### config.mk
export PLATFORM = sky130hd
export DESIGN_NAME = drap_imem_loader
export DESIGN_NICKNAME = d
export VERILOG_FILES = /design/src/rtl/drap_imem_loader.sv
export SDC_FILE = /design/constraint.sdc
export NUM_CORES = 1
export LEC_CHECK = 0
export CAP_MARGIN = 10
export CORE_MARGIN = 3
export CORE_UTILIZATION = 30
export CTS_CLUSTER_DIAMETER = 80
export DETAILED_ROUTE_END_ITERATION = 7
export PLACE_DENSITY_LB_ADDON = 0.3
export SLEW_MARGIN = 20
export SYNTH_ARGS = -nofsm -noshare
export SYNTH_HDL_FRONTEND = slang
export SYNTH_SLANG_ARGS = --single-unit
### constraint.sdc
create_clock -name clk -period 2.7 [get_ports clk]
set_input_delay 0.54 -clock clk [delete_from_list [all_inputs] [get_ports clk]]
set_output_delay 0.54 -clock clk [all_outputs]
set_load 0.01 [all_outputs]
### src/rtl/drap_imem_loader.sv
// drap_imem_loader: packs a host byte stream big-endian into words and writes them to instruction memory at boot
module drap_imem_loader #(
  parameter int B = 32,
  parameter int W = 7
) (
  input  logic         clk,
  input  logic         reset,
  input  logic         start,
  input  logic [W-1:0] base_addr,
  input  logic [W:0]   word_count,
  input  logic [7:0]   byte_in,
  input  logic         byte_valid,
  output logic         byte_ready,
  output logic [W-1:0] mem_address,
  output logic [B-1:0] mem_data,
  output logic         mem_write,
  output logic         busy,
  output logic         cpu_hold,
  output logic         done
);
  localparam int NB = B / 8;
  localparam int CW = $clog2(NB) + 1;
  typedef enum logic [1:0] {IDLE, COLLECT, WRITE, DONE} state_t;
  state_t        state, state_n;
  logic [CW-1:0] cnt;
  logic [W:0]    remaining;
  logic [B-9:0]  word;
  logic [B-1:0]  shifted;
  logic          last;
  assign shifted    = {word, byte_in};
  assign last       = cnt == CW'(NB - 1);
  assign byte_ready = state == COLLECT;
  assign mem_write  = state == WRITE;
  assign busy       = state != IDLE;
  assign cpu_hold   = busy;
  assign done       = state == DONE;
  always_ff @(posedge clk or posedge reset)
    if (reset) state <= IDLE;
    else state <= state_n;
  always_comb begin
    state_n = state;
    case (state)
      IDLE:    state_n = start ? (word_count == '0 ? DONE : COLLECT) : IDLE;
      COLLECT: state_n = (byte_valid && last) ? WRITE : COLLECT;
      WRITE:   state_n = remaining == (W+1)'(1) ? DONE : COLLECT;
      default: state_n = IDLE;
    endcase
  end
  always_ff @(posedge clk or posedge reset) begin
    if (reset) begin
      cnt         <= '0;
      remaining   <= '0;
      word        <= '0;
      mem_address <= '0;
      mem_data    <= '0;
    end else begin
      if (state == IDLE && start) begin
        mem_address <= base_addr;
        remaining   <= word_count;
        cnt         <= '0;
      end
      if (state == COLLECT && byte_valid) begin
        word <= shifted[B-9:0];
        cnt  <= last ? '0 : cnt + CW'(1);
        if (last) mem_data <= shifted;
      end
      if (state == WRITE) begin
        mem_address <= mem_address + W'(1);
        remaining   <= remaining - (W+1)'(1);
      end
    end
  end
endmodule

==> flow_summary.json, run 1 <==
{
  "clkTransAtPathRegs_ns": 0.10,
  "n_fill_cell": 988,
  "synthTopCellsByArea": "dfrtp_1 57%, mux2_1 19%, a21oi_1 1.6%",
  "yosysTopAreaCellShare": 0.568,
  "drive_gt1_frac": 0.0982,
  "synth_top_area_cell": "dfrtp_1",
  "cap_violations": 0,
  "critPathBufInv": 2,
  "path_cells": "nand2b_1 -> inv_2 -> clkdlybuf4s50_1",
  "die_width_um": 112,
  "coreArea_um2": 10600,
  "end_kind": "primary output",
  "final.setup.tns_ns": 0,
  "drt-vias-per-instance": 4.75,
  "design.die.area_um2": 12500,
  "path_class": "register to primary output",
  "rsz0062_at_grt": "no",
  "slew_headroom": 0.531,
  "ys_warn_count": 0,
  "antennaDiodeCount": 0,
  "synth_top_flop_cell": "dfrtp_1",
  "worst_slew_pin_slew_ns": 0.700,
  "vias": 2244,
  "numCtsBuffers": 9,
  "fin_crit_sh": 0.931,
  "post_cts_resized": 0,
  "p_per_area_nw_per_um2": 1100,
  "drc_errors": 0,
  "status": "finished clean",
  "total_power_mw": 4.83,
  "grt_max_degree": 58,
  "skew_ns": 0.0197,
  "setup_viol": 0,
  "drv_slew": 0,
  "dr.first_iter.drc_count": 84,
  "cts_tree": "done",
  "whs_ns": 0.482,
  "ys_types": 43,
  "root_buffer": "clkbuf_8",
  "hp-class": "primary input to asynchronous set/reset pin",
  "die_h_um": 112,
  "antenna_found_initial": 0,
  "rrSetupSlack_ns": 0.51,
  "ys_ff_latch": 76,
  "crit_family": "flip-flops",
  "postCtsHoldBufs": 0,
  "p_leak_nw": 1.85,
  "synthArstFlopShare": 1.00,
  "dp_hpwl_um": 5050,
  "synthTopCellsByCount": "76 x dfrtp_1, 56 x mux2_1, 11 x a21oi_1",
  "crit_slowest_cell": "dfrtp_1",
  "finalWirelength_um": 7170,
  "gp_congestion": 0.822,
  "syn_area_um2": 3350,
  "hold_viol": 0,
  "ys_seq_area_frac": 0.568,
  "first_pass_iters": 4,
  "ant_nets": 0,
  "critPathMaxFanout": 17,
  "nets": 362,
  "fmax_mhz": 398,
  "synth.most_common_cell": "dfrtp_1",
  "io_buffers": 70,
  "grt_pass1_wl_um": 12300,
  "gr-total-overflow": 0,
  "grt_pass1_vias": 2381,
  "avgRoutedWirePerCell_um": 15.2,
  "fin_crit_ns": 2.51,
  "cts_sinks": 76,
  "cp-startpoint": "state[1]$_DFF_PP0_",
  "synth_edf_count": 0,
  "syn_avg_cell_area_um2": 13.0,
  "r2r_start": "state[1]$_DFF_PP0_",
  "slowest_delay_ns": 0.78,
  "syn_inst": 257,
  "num_io_pins": 71,
  "crit_path_start_kind": "register",
  "post_cts_buffers": 0,
  "cts.path.max_buffers": 2,
  "h-tree-depth": 3,
  "syn_nets": 288,
  "track_usage": 0.123,
  "vdd_drop_max_uv": 445,
  "initial_core_util": 0.316,
  "cp_data_required_time_ns": 2.16,
  "row_count": 37,
  "clock_latency_ns": 0.35,
  "area_growth_pct": 31.4,
  "cp.arrival_ns": 1.97
}
## power by group
group	total [mW]	internal [mW]	switching, mW
registers	2.10	1.68	0.415
logic	1.83	1.07	0.766
clock network	0.905	0.460	0.445
## placed cells by master, fill, tap and decap left out, drive strengths merged, types with 4 or more instances in the layout
cell and n:
nand2 11, mux2 57, nor3 4, clkdlybuf4s50 70, inv 10, nor2 11
a21oi 11, buf 5, nand3 10, o22ai 6, mux2i 4, ha 4
dfrtp 76, clkbuf 10, o21ai 7, nor2b 4
## area by class of cell
| class | count | area (µm²) | share of cell area |
|---|---|---|---|
| clock buffer | 10 | 138 | 0.0313 |
| clock inverter | 6 | 71.3 | 0.0162 |
| inverter | 9 | 35.0 | 0.00797 |
| multi-input combinational | 160 | 1320 | 0.299 |
| sequential | 76 | 1900 | 0.433 |
| tap | 136 | 170 | 0.0387 |
| timing repair buffer | 75 | 763 | 0.174 |
## sequential cells by signal, indices dropped and copies added, names as in the netlist
register     count
remaining        8
mem_address      7
cnt              3
word            24
mem_data        32
state            2
## path summary, 6_finish.rpt
| kind | to | cells after the start |
|---|---|---|
| worst max register to register | word[5]$_DFFE_PP0P_ | 3 |
| worst min register to register | mem_data[26]$_DFFE_PP0P_ | 1 |
| max in group asynchronous | word[13]$_DFFE_PP0P_ | 3 |
| worst max-delay path | mem_write | 3 |
| min in group clk | mem_data[26]$_DFFE_PP0P_ | 1 |
| worst min-delay path | remaining[4]$_DFFE_PP0P_ | 2 |
## routing by layer
layer / track usage / part of all wire / up-vias
met5: 0 / 0 / -
met4: 0.0552 / 0.018 / 0
met3: 0.0239 / 0.035 / 8
met2: 0.195 / 0.48 / 50
met1: 0.163 / 0.47 / 1113
li1: - / - / 1073
## stage by stage
step                      worst slack (ns)  cell area [µm²]  instances   util
after floorplan                      0.222             3350        257      -
after global placement               0.562             4190        456  0.395
after detailed placement             0.534             4190        456  0.395
after CTS                            0.208             4400        472  0.415
after global routing                 0.113             4400        472  0.415
final                                0.188             4400        472  0.415
## logic make-up after synthesis
| kind of cell | Yosys count | synth area share |
|---|---|---|
| flops | 76 | 0.568 |
| simple gates | 55 | 0.0969 |
| compound gates | 40 | 0.0778 |
| fa+ha+maj | 4 | 0.0150 |
| buf+inv | 21 | 0.0381 |
| mux | 61 | 0.204 |
(Power assumes the default switching activity.)
==> run 2: changes to the inputs <==
- clock period: 2.7 -> 2.2 ns (I/O delays scaled with it)
==> flow_summary.json, run 2 (synthesis gave the netlist of run 1 again) <==
{
  "status": "finished clean",
  "critPathMaxFanout": 6,
  "multiInputGateArea_um2": 1320,
  "gp_congestion": 0.805,
  "h-tree-depth": 3,
  "grt_pass1_vias": 2324,
  "dp_hpwl_um": 4970,
  "crit_slowest_cell": "clkdlybuf4s50_1",
  "cp.arrival_ns": 1.65,
  "hp-class": "register to register",
  "end_kind": "primary output",
  "layout.area.seq_um2": 1900,
  "coreArea_um2": 10600,
  "initial_core_util": 0.316,
  "drt-vias-per-instance": 4.83,
  "fin_crit_sh": 0.950,
  "io_buffers": 70,
  "slowest_delay_ns": 0.53,
  "rsz0062_at_grt": "no",
  "p_per_area_nw_per_um2": 1360,
  "area_growth_pct": 33.9,
  "largest_reg_flops": 32,
  "finalWirelength_um": 7160,
  "setup_viol": 0,
  "clkTransAtPathRegs_ns": 0.08,
  "slew_headroom": 0.726,
  "numCtsBuffers": 9,
  "top_register": "mem_data",
  "drive_gt1_frac": 0.120,
  "fmax_mhz": 478,
  "die_h_um": 112,
  "dr.first_iter.drc_count": 85,
  "antenna_found_initial": 0,
  "cts_sinks": 76,
  "crit_family": "buffers and inverters",
  "skew_ns": 0.00798,
  "fin_crit_ns": 2.09,
  "crit_path_start_kind": "register",
  "whs_ns": 0.486,
  "drc_errors": 0,
  "design.die.area_um2": 12500,
  "first_pass_iters": 4,
  "row_count": 37,
  "avgRoutedWirePerCell_um": 14.9,
  "ant_nets": 0,
  "hold_viol": 0,
  "clock_latency_ns": 0.34,
  "cap_violations": 0,
  "cp_data_required_time_ns": 1.76,
  "critPathBufInv": 2,
  "layout_commonest_cell": "dfrtp_1",
  "worst_slew_pin_slew_ns": 0.410,
  "cts.path.max_buffers": 2,
  "gr-total-overflow": 0,
  "drv_slew": 0,
  "path_cells": "buf_4 -> and2_1 -> clkdlybuf4s50_1",
  "postCtsHoldBufs": 0,
  "vias": 2313,
  "reg_top3": "mem_data (32), word (24), remaining (8)",
  "nets": 369,
  "p_leak_nw": 1.90,
  "vdd_drop_max_uv": 528,
  "final.setup.tns_ns": 0,
  "cts_tree": "done",
  "n_fill_cell": 1014,
  "dp.cells": 461,
  "grt_max_degree": 77,
  "layout_common_cells": "75 x dfrtp_1, 70 x clkdlybuf4s50_1, 56 x mux2_1",
  "root_buffer": "clkbuf_8",
  "path_class": "register to primary output",
  "track_usage": 0.119,
  "antennaDiodeCount": 0,
  "stdcell_count": 479,
  "num_io_pins": 71,
  "die_width_um": 112,
  "grt_pass1_wl_um": 12000
}
run 2: timing repair:
action / 4_1_cts / 5_1_grt
endpoints found under the setup margin: 1 / 1
buffers inserted: 0 / 2
endpoints found under the hold margin: 0 / 0
gates resized for setup: 2 / 0
run 2: cell type report:
type / instances / share of cell area
well taps: 136 / 0.0380
flip-flops and latches: 76 / 0.425
clock inverters: 6 / 0.0212
multi-input cells: 160 / 0.294
inverters: 9 / 0.00838
repair buffers: 82 / 0.185
clock buffers: 10 / 0.0285
run 2: power by group:
group | switching, mW | total (mW) | internal [mW] | leakage [nW]
Combinational | 0.977 | 2.34 | 1.36 | 0.876
Sequential | 0.485 | 2.55 | 2.06 | 0.911
Clock | 0.534 | 1.19 | 0.652 | 0.111
Total | 2.00 | 6.07 | 4.07 | 1.90
run 2: through the flow:
stage               power (mW)  worst slack [ns]  area, µm²   util
CTS                       6.17            0.0338       4460  0.421
finish                    6.07             0.109       4480  0.423
global route              6.52            0.0298       4480  0.423
detailed placement        4.95             0.195       4240  0.400
global placement          4.87             0.206       4240  0.400
floorplan                 3.75             0.536       3350      -
run 2: path summary, 6_finish.rpt:
check                                     startpoint                  endpoint  slack [ns]  cells past startpoint
min in group asynchronous                      reset  remaining[6]$_DFFE_PP0P_        0.56                      3
max in group asynchronous                      reset  mem_data[12]$_DFFE_PP0P_        1.31                      3
worst min register to register  word[23]$_DFFE_PP0P_  mem_data[31]$_DFFE_PP0P_        0.49                      1
worst min-delay path            word[23]$_DFFE_PP0P_  mem_data[31]$_DFFE_PP0P_        0.49                      1
worst max-delay path              state[0]$_DFF_PP0_                      done        0.11                      3
worst max register to register    cnt[0]$_DFFE_PP0P_   mem_data[0]$_DFFE_PP0P_        0.46                      6
run 2: per-layer routing:
metal	GRT usage	routed length (µm)	share of wire
met1	0.164	3440	0.48
met2	0.188	3450	0.48
met3	0.0234	173	0.024
met4	0.0414	96	0.013
met5	0	0	0
==> patch 1: new RTL, config.mk and constraints of run 1 <==
Re-encode `state_t` (4 states) as one-hot, 4 bits wide.
--- a/src/rtl/drap_imem_loader.sv
+++ b/src/rtl/drap_imem_loader.sv
@@ -22,3 +22,3 @@
   localparam int CW = $clog2(NB) + 1;
-  typedef enum logic [1:0] {IDLE, COLLECT, WRITE, DONE} state_t;
+  typedef enum logic [3:0] {IDLE = 4'b0001, COLLECT = 4'b0010, WRITE = 4'b0100, DONE = 4'b1000} state_t;
   state_t        state, state_n;
Function: same outputs for any inputs over 10 cycles, from zero or initial values and one cycle with reset high; not proved beyond that.
==> patch 1 against run 1 <==
Power shrank 21%; count of clock-buffer cells in the layout shrank 1; global-route usage grew 0.42 points; worst setup slack lost 0.080 ns; sequential cell count grew 2; wire length grew 6.8%; area after synthesis grew 3.6%; final area grew 4.9%; non-clock buffer count grew 2; final cell count grew 11%; largest cell class unchanged; highest routed layer unchanged.
==> patch 1: results (changes against run 1) <==
The run finished with clean final reports. Final weighted congestion in routability-driven placement: 0.783 (was 0.822). The starting DRC count in detailed routing came out at 112 (was 84). The tools report the wire length of the first global-routing pass as 13200 um (was 12300 um).

The tools report the worst reg2reg path startpoint as state[0] (was state[1]). Main area contributors after synthesis: dfrtp_1, mux2_4, nand2_1 (was dfrtp_1, mux2_1, a21oi_1). The smallest hold slack was 0.476 ns (was 0.482 ns). The H-tree depth came out at 3 (unchanged).

Clock tree skew after final layout: 0.00730 ns (was 0.0197 ns). For the placement-stage cell area, the log shows 0.00433 mm2 (was 0.00419 mm2). The run gives 410 (was 362) as the post-layout net count. The per-cell routed wire length works out to 14.6 um (was 15.2 um).

The logs give 295 uV (was 445 uV) for the maximum VDD drop and 0.70 ns (was 0.51 ns) for the internal reg-to-reg setup slack. The internal power was 0.00257 W (was 0.00321 W); the pin slew with the least headroom to its limit was 0.867 ns (was 0.700 ns). Cell at the root of the clock tree: clkbuf_16 (was clkbuf_8). Top cells by instance count after synthesis: nand2_1, dfrtp_1, mux2_4 (was dfrtp_1, mux2_1, a21oi_1). For the sum of net half-perimeters after detailed placement, the log shows 5400 um (was 5050 um). Clock-pin slew reported for the worst setup and hold paths after clock tree synthesis: 0.06 ns (was 0.10 ns). The run gives 2.05 ns (was 1.97 ns) as the data arrival time at the worst-slack endpoint. The cell type of the slowest stage on the worst timing path is or4b_1 (was dfrtp_1).

The number of global-route vias before repair was 2631 (was 2381); the fraction of final layout cells with drive strength greater than 1 was 0.164 (was 0.0982). Detail-routed via count per cell: 4.71 (was 4.75). The total global routing track utilization is 0.127 (was 0.123).

The endpoint of the lowest-slack register-to-register path was remaining[6] (was word[5]). The sequential area share after synthesis is 0.564 (was 0.568).
patch 1: cell count changes in the layout (fill, tap and decap cells not counted), moves of 3 or more:
cell / delta
a311oi_1: -3
clkbuf_16: +9
clkbuf_8: -10
mux2_1: -53
mux2_4: +29
mux2i_1: -4
nand2_1: +81
nor2_1: +4
nor2b_1: -3
o221a_2: +3
o22ai_1: -6
o32ai_1: +3
patch 1: through the flow:
stage | instances | setup WS [ns] | total power (W) | util
final | 524 | 0.108 | 0.00382 | 0.416
after global routing | 524 | 0.0394 | 0.00410 | 0.416
after CTS | 524 | 0.0993 | 0.00387 | 0.416
after detailed placement | 508 | 0.465 | 0.00270 | 0.390
after global placement | 508 | 0.475 | 0.00266 | 0.390
after floorplan | 305 | 0.167 | 0.00229 | -
patch 1: worst max-delay path, delay by kind of cell, from the launching register on:
kind / cells / cell delay (ns)
flops: 1 / 0.42
simple gates: 1 / 0.59
buf+inv: 2 / 0.72
patch 1: worst max path at each step:
stage | depth (start not counted) | end | start | slack [ns]
3_5_place_dp | 3 | mem_write | state[1] | 0.47
3_3_place_gp | 3 | mem_write | state[1] | 0.48
5_1_grt | 3 | mem_write | state[1] | 0.04
6_report | 3 | mem_write | state[1] | 0.11
2_1_floorplan | 1 | cnt[0] | reset | 0.17
4_1_cts | 3 | mem_write | state[1] | 0.1
patch 1: cell type report:
cell class              instances  area, um2
flip-flops and latches         78       1950
inverters                       8       36.3
multi-input cells             205       1380
repair buffers                 77        778
well taps                     140        175
clock buffers                   9        225
clock inverters                 7       61.3
fillers                      1054       6470
patch 1: power groups by stage:
stage	registers (W)	logic [W]	clock network, W
4_1_cts	0.00174	0.000939	0.00118
6_report	0.00174	0.000924	0.00115
3_5_place_dp	0.00176	0.000932	0
5_1_grt	0.00180	0.00105	0.00125
3_3_place_gp	0.00175	0.000910	0
2_1_floorplan	0.00172	0.000575	0
patch 1: cell families (layout without fill, tap and decap cells):
kind of cell,after synthesis,after routing,synth area share
compound gates,37,37,0.0791
buf+inv,22,101,0.0372
fa+ha+maj,4,4,0.0144
simple gates,132,132,0.170
mux,32,32,0.135
flops,78,78,0.564
patch 1: routing by layer:
metal | track usage | up-vias | wire length (um)
met5 | 0 | - | 0
met4 | 0.0425 | 0 | 80
met3 | 0.0276 | 6 | 265
met2 | 0.195 | 47 | 3640
met1 | 0.179 | 1218 | 3670
li1 | - | 1198 | -
==> patch 2: new RTL, settings of run 1 <==
Made on the original files. The parameter `W` goes from 7 to 6.
--- a/src/rtl/drap_imem_loader.sv
+++ b/src/rtl/drap_imem_loader.sv
@@ -3,3 +3,3 @@
   parameter int B = 32,
-  parameter int W = 7
+  parameter int W = 6
 ) (
Ports: changed (resized base_addr, mem_address and word_count); port bits go from 71 to 68. No check against the original RTL was run, so the function may have changed too.
==> patch 2 against run 1 <==
Worst setup slack gained 0.090 ns; register-to-register slack gained 0.43 ns; sequential cell count shrank 2; area after synthesis shrank 5.6%; wire length shrank 13%; power shrank 6.3%; critical path depth is the same; final area shrank 4.9%; critical path type unchanged; critical endpoint is now cpu_hold; highest routed layer unchanged.
==> patch 2: results (changes against run 1) <==
For the maximum number of pins on one net before global-route repair, the log shows 29 (was 58). The source of the critical timing path is state[1] (unchanged). The run gives 0 (unchanged) as the number of gates given a new drive strength after cts. The net count after synthesis was 261 (was 288). The detail-routed via count per cell is 4.65 (was 4.75), and the placed instance count is 429 (was 456). The clock-pin slew reported for the worst setup and hold paths after clock tree synthesis is 0.09 ns. The proportion of synthesized flip-flops having asynchronous set or reset is 1.00 (unchanged), and the total number of vias is 2071 (was 2244). The number of cells on the worst reg-to-reg path is 4 (was 3).

The number of buffers inserted during clock tree synthesis was 9 (unchanged); the total setup buffers inserted after CTS was 0 (unchanged). The data arrival time at the worst-slack endpoint came out at 1.88 ns (was 1.97 ns). Top cells by instance count after synthesis: dfrtp_1, mux2_1, mux2_2 (was dfrtp_1, mux2_1, a21oi_1). The critical path's largest stage delay was 0.51 ns (was 0.78 ns). The gate family responsible for the most delay along the worst path was buffers and inverters (was flip-flops).

The pin slew with the least headroom to its limit is 0.574 ns (was 0.700 ns), and the wire length of the first global-routing pass is 10800 um (was 12300 um). The count of antenna diodes in the layout came out at 0 (unchanged). The worst reg2reg path startpoint was state[0] (was state[1]).

Main area contributors after synthesis: dfrtp_1, mux2_1, mux2_2 (was dfrtp_1, mux2_1, a21oi_1). Sum of net half-perimeters after detailed placement: 4560 um (was 5050 um). The insertion delay of the later-clocked pin in the worst-skew pair was 0.34 ns.

The maximum buffer depth of the clock tree is 2 (unchanged). The total global routing track utilization is 0.117 (was 0.123). The number of max-cap violations was 0 (unchanged); the fraction of final layout cells with drive strength greater than 1 was 0.160 (was 0.0982). The path type of the worst min-delay path was flop to flop (was input port to async pin). The count of distinct cell types in the synthesized netlist came out at 44 (was 43). Capture point of the critical path: cpu_hold (was mem_write).

The run gives 336 (was 362) as the post-layout net count. For the H-tree depth, the log shows 3 (unchanged). The depth of the worst hold-timing path works out to 1. The number of buffer cells added on primary ports is 67 (was 70), and the wire length after detailed routing is 6270 um (was 7170 um). The final weighted congestion in routability-driven placement is 0.757 (was 0.822). Biggest registers after layout: mem_data (32), word (24), remaining (7) (was mem_data (32), word (24), remaining (8)). The cell type of the slowest stage on the worst timing path is dfrtp_1 (unchanged). The number of warning messages in the yosys log was 0 (unchanged).

For the clock tree skew after final layout, the log shows 0.00869 ns (was 0.0197 ns). Endpoint of the lowest-slack register-to-register path: mem_address[1] (was word[5]). The number of iterations in the first detailed-routing pass came out at 4 (unchanged). The leakage power was 1.81 nW (was 1.85 nW); the number of antenna violations at the first check in global routing was 0 (unchanged). The tools report the maximum VDD drop as 383 uV (was 445 uV).

The flow ran to the end, and the final reports show no timing, DRC or antenna violations. The internal reg-to-reg setup slack came out at 0.94 ns (was 0.51 ns). The cell at the root of the clock tree was clkbuf_8 (unchanged). The total of fill cells in the finished design was 968 (was 988). The starting DRC count in detailed routing came out at 50 (was 84).

The largest driver fanout on the critical path was 11 (was 17); the average size of a mapped cell was 13.6 um2 (was 13.0 um2). The sequential area share after synthesis was 0.587 (was 0.568).
==> patch 2: cell types whose count changed after synthesis, moves of 5 or more <==
cell / before / now
o22ai_1: 6 / 0
nor2_1: 10 / 5
a21oi_1: 11 / 3
mux2_2: 1 / 19
mux2_1: 56 / 37
==> patch 2: worst min-delay path by stage <==
stage | start | endpoint | slack, ns
5_1_grt | word[18] | mem_data[26] | 0.51
3_3_place_gp | mem_data[2] | mem_data[2] | 0.47
4_1_cts | mem_data[2] | mem_data[2] | 0.49
3_5_place_dp | mem_data[2] | mem_data[2] | 0.47
6_report | mem_data[29] | mem_data[29] | 0.49
2_1_floorplan | word[16] | mem_data[24] | 0.46
==> patch 2: final cells by class <==
| type | instances | area share |
|---|---|---|
| Sequential cell | 74 | 0.443 |
| Clock inverter | 7 | 0.0144 |
| Inverter | 8 | 0.00719 |
| Tap cell | 133 | 0.0398 |
| Multi-Input combinational cell | 138 | 0.286 |
| Timing Repair Buffer | 76 | 0.180 |
| Clock buffer | 9 | 0.0296 |
==> patch 2: kinds of logic (layout without fill, tap and decap cells) <==
family	count (synthesis)	in the layout	share of synthesized area
flip-flops	74	74	0.587
multiplexers	56	56	0.200
AND/OR/NAND/NOR	49	49	0.0928
AO/OA/AOI/OAI	28	28	0.0674
buffers and inverters	20	100	0.0349
adder cells (fa/ha/maj)	4	4	0.0159
XOR/XNOR	1	1	0.00277
==> patch 2: power by group <==
group	internal [W]	switching [W]	total (W)
registers	0.00164	0.000350	0.00199
clock network	0.000349	0.000449	0.000799
logic	0.00105	0.000688	0.00174
==> patch 2: per-layer routing <==
metal	up-vias	global-route usage	part of all wire	wire length, um
met5	-	0	0	0
met4	0	0.0325	0.011	70
met3	6	0.0382	0.042	266
met2	43	0.184	0.49	3070
met1	1025	0.155	0.46	2860
li1	997	-	-	-
==> patch 2: worst reg2reg max path: stages (launching register included) <==
cell	delay, ns
dfrtp_1	0.40
buf_4	0.19
or3b_1	0.55
and3_1	0.26
a221o_1	0.25
==> patch 2: through the flow <==
step                      instance area (um2)  hold slack [ns]  power [W]  setup slack (ns)
after CTS                                4180            0.495    0.00463             0.251
final                                    4180            0.488    0.00453             0.278
after global placement                   4000            0.466    0.00374             0.412
after global routing                     4180            0.514    0.00490             0.169
after detailed placement                 4000            0.474    0.00379             0.362
after floorplan                          3160            0.459    0.00290             0.278
